## config.mk

```make
export PLATFORM = sky130hd
export DESIGN_NAME = regfile_wb_scheduler
export DESIGN_NICKNAME = d
export VERILOG_FILES = /design/src/rtl/regfile_wb_scheduler.sv
export SDC_FILE = /design/constraint.sdc
export NUM_CORES = 1
export LEC_CHECK = 0
export ABC_AREA = 1
export CORE_ASPECT_RATIO = 1.1
export CORE_UTILIZATION = 32
export CTS_BUF_LIST = sky130_fd_sc_hd__clkbuf_2 sky130_fd_sc_hd__clkbuf_4 sky130_fd_sc_hd__clkbuf_8
export DETAILED_ROUTE_END_ITERATION = 10
export PLACE_DENSITY = 0.55
export SLEW_MARGIN = 20
export SYNTH_ARGS = -nofsm -noshare
export SYNTH_HDL_FRONTEND = slang
export SYNTH_SLANG_ARGS = --single-unit
export TNS_END_PERCENT = 20
```

## constraint.sdc

```tcl
create_clock -name clk -period 1.9 [get_ports clk]
set_input_delay 0.285 -clock clk [delete_from_list [all_inputs] [get_ports clk]]
set_output_delay 0.285 -clock clk [all_outputs]
set_load 0.05 [all_outputs]
```

## src/rtl/regfile_wb_scheduler.sv

```systemverilog
// Writeback arbiter for the shared regfile write port,
// with a per-register pending-write scoreboard for RAW stalls.
module regfile_wb_scheduler #(
  parameter int NREQ   = 2,
  parameter int DATA_W = 32,
  parameter int ADDR_W = 5
) (
  input  logic                   clk,
  input  logic                   resetn,
  input  logic [NREQ-1:0]        req_valid,
  output logic [NREQ-1:0]        req_ready,
  input  logic [NREQ*ADDR_W-1:0] req_addr,
  input  logic [NREQ*DATA_W-1:0] req_data,
  input  logic                   rsv_valid,
  input  logic [ADDR_W-1:0]      rsv_addr,
  output logic                   rsv_ready,
  input  logic [ADDR_W-1:0]      chk_ra1,
  input  logic [ADDR_W-1:0]      chk_ra2,
  output logic                   hazard1,
  output logic                   hazard2,
  output logic                   we3,
  output logic [ADDR_W-1:0]      wa3,
  output logic [DATA_W-1:0]      wd3
);

  localparam int PW   = (NREQ > 2) ? 2 : 1;
  localparam int NREG = 2 ** ADDR_W;

  logic [PW-1:0]     r_ptr;
  logic [PW-1:0]     w_gidx;
  logic              w_grant;
  logic [ADDR_W-1:0] w_addr;
  logic [DATA_W-1:0] w_data;
  logic              w_inc;
  logic              w_dec;
  logic [1:0]        r_cnt [NREG];

  // Round-robin search starting one past the last granted index
  always_comb begin
    w_gidx    = '0;
    w_grant   = 1'b0;
    req_ready = '0;
    for (int k = 1; k <= NREQ; k++) begin
      if (!w_grant && req_valid[(int'(r_ptr) + k) % NREQ]) begin
        w_grant = 1'b1;
        w_gidx  = PW'((int'(r_ptr) + k) % NREQ);
      end
    end
    if (w_grant) req_ready[w_gidx] = 1'b1;
  end

  assign w_addr = req_addr[w_gidx*ADDR_W +: ADDR_W];
  assign w_data = req_data[w_gidx*DATA_W +: DATA_W];

  always_ff @(posedge clk or negedge resetn) begin
    if (!resetn) begin
      we3   <= 1'b0;
      wa3   <= '0;
      wd3   <= '0;
      r_ptr <= PW'(NREQ - 1);
    end else begin
      we3 <= w_grant && (w_addr != '0);
      if (w_grant) begin
        wa3   <= w_addr;
        wd3   <= w_data;
        r_ptr <= w_gidx;
      end
    end
  end

  assign rsv_ready = (r_cnt[rsv_addr] != 2'd3);
  assign w_inc = rsv_valid && rsv_ready && (rsv_addr != '0);
  assign w_dec = we3 && (wa3 != '0);

  // Entry 0 is only ever cleared, so x0 never reports a hazard
  always_ff @(posedge clk or negedge resetn) begin
    if (!resetn) begin
      for (int i = 0; i < NREG; i++) r_cnt[i] <= 2'd0;
    end else begin
      for (int i = 1; i < NREG; i++) begin
        if (w_inc && rsv_addr == ADDR_W'(i)
            && !(w_dec && wa3 == ADDR_W'(i))) begin
          r_cnt[i] <= r_cnt[i] + 2'd1;
        end else if (w_dec && wa3 == ADDR_W'(i)
                     && !(w_inc && rsv_addr == ADDR_W'(i))
                     && r_cnt[i] != 2'd0) begin
          r_cnt[i] <= r_cnt[i] - 2'd1;
        end
      end
    end
  end

  assign hazard1 = (chk_ra1 != '0) && (r_cnt[chk_ra1] != 2'd0);
  assign hazard2 = (chk_ra2 != '0) && (r_cnt[chk_ra2] != 2'd0);

endmodule
```

[Word level (Yosys, flattened, before mapping)]
Index checks and enable logic that the tools add are counted.
Word-level totals
  register bits: 101
  bits of input ports: 94
  output and inout bits: 43
  logic and storage cells: 556
Cells by class
  add/subtract/negate cells: 64
  $mul: 1
  $lt $le $gt $ge: 7
  eq/ne operators: 63
  shift operators: 2
  mux-type cells: 84
  bitwise operators: 5
  reduce and logical (&&, ||, !) cells: 295
Operator list (number)
  logical AND 1 bit: 163
  == test 5 bit, second input constant: 32
  2-to-1 mux 2 bit: 69
  nonzero test 2 bit: 64
  == test 5 x 4 -> 1 bit, second input constant: 16
  indexed part select 64 x 7 -> 32 bit: 1
  zero test 1 bit: 63
  adder 2 x 1 -> 2 bit, second input constant: 31
  subtractor 2 x 1 -> 2 bit, second input constant: 31
  == test 5 x 3 -> 1 bit, second input constant: 8
  binary-select mux 2 bit (select 5 bit): 3
  nonzero test 5 bit: 5
  == test 5 x 2 -> 1 bit, second input constant: 4
  greater-or-equal comparator 6 bit, second input constant: 3
  NOT 5 -> 6 bit: 3
  2-to-1 mux 1 bit: 11
  == test 5 x 1 -> 1 bit, second input constant: 2
  indexed part select 10 x 5 -> 5 bit: 1
  less-than comparator 2 x 3 -> 1 bit, second input constant: 2
  multiplier 1 x 3 -> 4 bit, second input constant: 1
  adder 1 bit, second input constant: 2
  bitwise AND 1 bit, first input constant: 2
  less-than comparator 1 x 2 -> 1 bit, second input constant: 1
  inequality test 2 bit, second input constant: 1
  2 further kinds: 2

[Logic depth before layout (Yosys ltp)]
  depth after elaboration: 14
  gate-level depth with buffers: 20
  mapped depth without buffers: 17

[Worst setup path before layout]
OpenSTA, ideal clock, no wires.
  kind: input to output
  start: in chk_ra2[0]
  end: out hazard2
  arrival: 2.020 ns
  required time: 1.615 ns
  path slack: -0.405 ns
  stages on the path: 8
  path buffers: 1
  cells stage by stage: buf_1 > inv_1 > o311ai_0 > nand2_1 > nand2_1 > nand3_1 > nand2_1 > o21ai_0
On the way
  cells in the longest elaborated chain, start to end: 6
  elaborated cells between the ends (all ways): 7
  classes of those cells: 3 x mux; 1 x bitwise; 3 x reduce/logical
RTL lines
  start, declared: line 18  | input logic [ADDR_W-1:0] chk_ra2,
  NOT 5 -> 6 bit (implied by the code): line 94  | assign hazard2 = (chk_ra2 != '0) && (r_cnt[chk_ra2] != 2'd0);
  binary-select mux 2 bit (select 5 bit): line 94
  2-to-1 mux 2 bit (implied by the code) (2 in a row): line 94
  nonzero test 2 bit: line 94
  logical AND 1 bit (*): line 94
  end, declared: line 20  | output logic hazard2,
Every way passes the cells marked *; elsewhere a longest branch is shown, timed or not. The select of a mux whose other input is x is not followed.

[Final worst setup path]
  start: reg r_cnt[1] (netlist name)
  end: out hazard1
On the way
  cells in the longest elaborated chain, start to end: 5
RTL lines
  start, declared: line 36  | logic [1:0] r_cnt [NREG];
  start signal, assigned by index: line 83  | r_cnt[i] <= r_cnt[i] + 2'd1;
  start signal, assigned by index: line 87  | r_cnt[i] <= r_cnt[i] - 2'd1;
  binary-select mux 2 bit (select 5 bit): line 93  | assign hazard1 = (chk_ra1 != '0) && (r_cnt[chk_ra1] != 2'd0);
  2-to-1 mux 2 bit (implied by the code) (2 in a row): line 93
  nonzero test 2 bit: line 93
  logical AND 1 bit: line 93
  end, declared: line 19  | output logic hazard1,
Every way passes these cells. The select of a mux whose other input is x is not followed.

==> flow_metrics.tcl <==
set metrics [dict create \
    ctsHtreeMaxLevel 3 \
    tritoncts "built" \
    placedCellCount 1676 \
    final-setup-viol-count 62 \
    die_w_um 145 \
    dp_hpwl_mm 20.4 \
    place.gp.congestion 0.928 \
    r2r_start "r_cnt[19]" \
    relSlewSlack_pct 63.7 \
    grt_pass1_wl_mm 44.4 \
    ys.flop_type "dfrtp_1" \
    cpMaxStageDelayCell "dfrtp_1" \
    required_ns 1.62 \
    reg2reg_slack_ns -0.22 \
    fin_nets 1534 \
    critPathMaxFanout 3 \
    drc 0 \
    cp_top_family "compound AO/OA/AOI/OAI gates" \
    routed_wl_mm 29.2 \
    grt_max_degree 65 \
    die_y_um 159 \
    core_um2 22000 \
    dieArea_um2 23000 \
    met1_usage_pct 30.0 \
    critPathLaunchType "flop" \
    diodes 0 \
    final_cells 1740 \
    p_total_w 0.0110 \
    clk_latency_ns 0.39 \
    min_period_ns 2.20 \
    grt-busiest-layer "met2" \
    synthTopCellsByCount "404 x nand2_1, 156 x nor2_1, 110 x nand3_1" \
    numCtsBuffers 9 \
    arrival_ns 1.92 \
    antenna_found_initial 0 \
    yosysWarnings 2 \
    avgViaCountPerCell 5.13 \
    yosys.area.top_type "dfrtp_1" \
    avgSynthCellArea_um2 6.26 \
    antenna_left 0 \
    dr.pass1.iters 5 \
    final_layout_size_suffix_gt1_share_pct 25.1 \
    syn_nets 1240 \
    peakVddDrop_uv 418 \
    violations "setup timing" \
    power_per_cell_area_nw_per_um2 965 \
    ys_seq_area_share_pct 35.3 \
    synth_edf_count 0 \
    reg2reg_to "r_cnt[45]" \
    async_flop_share_pct 100 \
    hold_violations 0 \
    drtIter0Drc 576 \
    cts.sinks 101 \
    synthTopCellsByArea "dfrtp_1 35%, nand2_1 21%, nor2_1 8.2%" \
    crit_buf_inv 2 \
    timing.fmax_mhz 454 \
    synthDistinctLibCells 35 \
    yosysTopAreaCellShare_pct 34.9 \
    met3_usage_pct 5.38 \
    overflow 0 \
    reg2regPathDepth 16 \
    hold_path.class "input pin to asynchronous set/reset pin" \
    use_met2_pct 43.3 \
    setup_slack_ns -0.303 \
    ys_ff_latch 101 \
    netlist_area_um2 7170 \
    worst_pin_slew_ns 0.544 \
    vias 8934 \
    cts.path.max_buffers 2 \
    final_util_pct 51.6 \
    row_count 57 \
    syn_to_final_growth_pct 58.8 \
    start_util_pct 32.5 \
    io_pins 137 \
    syn_inst 1146 \
    port_buffers 136 \
    routedWlPerCell_um 16.8 \
    skew_ns 0.0170 \
    power.leakage_nw 5.50 \
    path_cells "nor2_2 > buf_6 > nor2_4 > o31ai_4 > nand3_2 > a21oi_2 > a31oi_4 > buf_8" \
    critPathKind "flop to output port" \
    status "finished, violations left" \
    place_ws_ns -0.691 \
    slew_viol_final 0 \
    grt_util_all_layers_pct 25.2 \
    period_share_pct 116 \
    rsz0062_at_grt "true" \
    cp_num_cells 8 \
    end_kind "output port" \
    clkTransAtPathRegs_ns 0.11 \
    cpPeakStageDelay_ns 0.44 \
    grt_pass1_vias 8689 \
    yosysMostFrequentCell "nand2_1" \
    cts-root-buf "clkbuf_8" \
    cap_viol_max_count 0 \
]
-- power breakdown --
group	total [W]	switching [W]	internal (W)
sequential	0.00362	0.000774	0.00285
clock	0.00152	0.000854	0.000667
combinational	0.00584	0.00311	0.00274
-- cell families after synthesis --
family | after synthesis | synth area share, %
and+or+nand+nor | 743 | 43.1
buffers and inverters | 157 | 8.95
AOI/OAI and AO/OA | 140 | 12.0
DFF | 101 | 35.3
muxes | 5 | 0.698
-- cell usage in the layout, fill, tap and decap left out, drive strengths merged --
| cell | Yosys | final |
|---|---|---|
| a211oi | 2 | 2 |
| a21oi | 19 | 19 |
| a31oi | 37 | 37 |
| and3 | 1 | 1 |
| buf | 23 | 201 |
| bufbuf | 0 | 1 |
| bufinv | 0 | 1 |
| clkbuf | 25 | 16 |
| clkdlybuf4s50 | 0 | 96 |
| clkinv | 2 | 3 |
| clkinvlp | 0 | 1 |
| dfrtp | 100 | 100 |
| dfstp | 1 | 1 |
| dlygate4sd2 | 0 | 8 |
| dlygate4sd3 | 0 | 1 |
| dlymetal6s2s | 0 | 19 |
| inv | 107 | 109 |
| mux2i | 5 | 5 |
| nand2 | 406 | 406 |
| nand3 | 111 | 111 |
| nand3b | 2 | 2 |
| nand4 | 38 | 38 |
| nor2 | 158 | 158 |
| nor3 | 25 | 25 |
| nor4 | 1 | 1 |
| o2111ai | 1 | 1 |
| o211ai | 5 | 5 |
| o21ai | 48 | 48 |
| o21bai | 9 | 9 |
| o311ai | 17 | 17 |
| o31ai | 2 | 2 |
| or2 | 1 | 1 |
-- flip-flops by register name, indices dropped and copies added, names as in the netlist --
name   count
r_ptr      1
we3        1
wd3       32
wa3        5
r_cnt     62
-- area by class of cell --
class / count / area (µm²)
clock inverter: 5 / 60.1
tap: 295 / 369
timing repair buffer: 331 / 3350
inverter: 109 / 428
multi-input combinational: 888 / 4490
fill: 2158 / 10700
clock buffer: 11 / 145
sequential: 101 / 2540
-- per-stage QoR --
| stage | instance area (µm²) | hold slack (ns) | setup TNS (ns) |
|---|---|---|---|
| after global routing | 11400 | 0.421 | -15.57 |
| after global placement | 9980 | 0.287 | -38.78 |
| after floorplan | 7190 | -0.0106 | -0.0979 |
| after CTS | 10700 | 0.416 | -1.15 |
| final | 11400 | 0.408 | -7.98 |
| after detailed placement | 9980 | 0.290 | -40.90 |
-- how the worst max path moves through the flow --
| stage | start | to |
|---|---|---|
| after floorplan | chk_ra2[1] | hazard2 |
| after global placement | rsv_addr[0] | r_cnt[23] |
| after detailed placement | rsv_addr[0] | r_cnt[19] |
| after CTS | r_cnt[5] | hazard1 |
| after global routing | r_cnt[29] | hazard1 |
| final | r_cnt[1] | hazard1 |
-- metal layers --
| layer | part of all wire (%) | up-vias |
|---|---|---|
| met2 | 49 | 367 |
| met1 | 40 | 4142 |
| met5 | 0 | - |
| met4 | 4.3 | 0 |
| li1 | - | 4347 |
| met3 | 7.3 | 78 |
-- timing repair --
| action | 4_1_cts | 5_1_grt |
|---|---|---|
| pin swaps | 24 | 53 |
| resized for setup | 102 | 143 |
| hold endpoints to repair | 29 | 0 |
| buffers inserted | 24 | 17 |
| hold buffers | 1 | 0 |
| gates cloned | 5 | 7 |
| setup endpoints to repair | 70 | 85 |
Power figures use the tool's default switching activity.
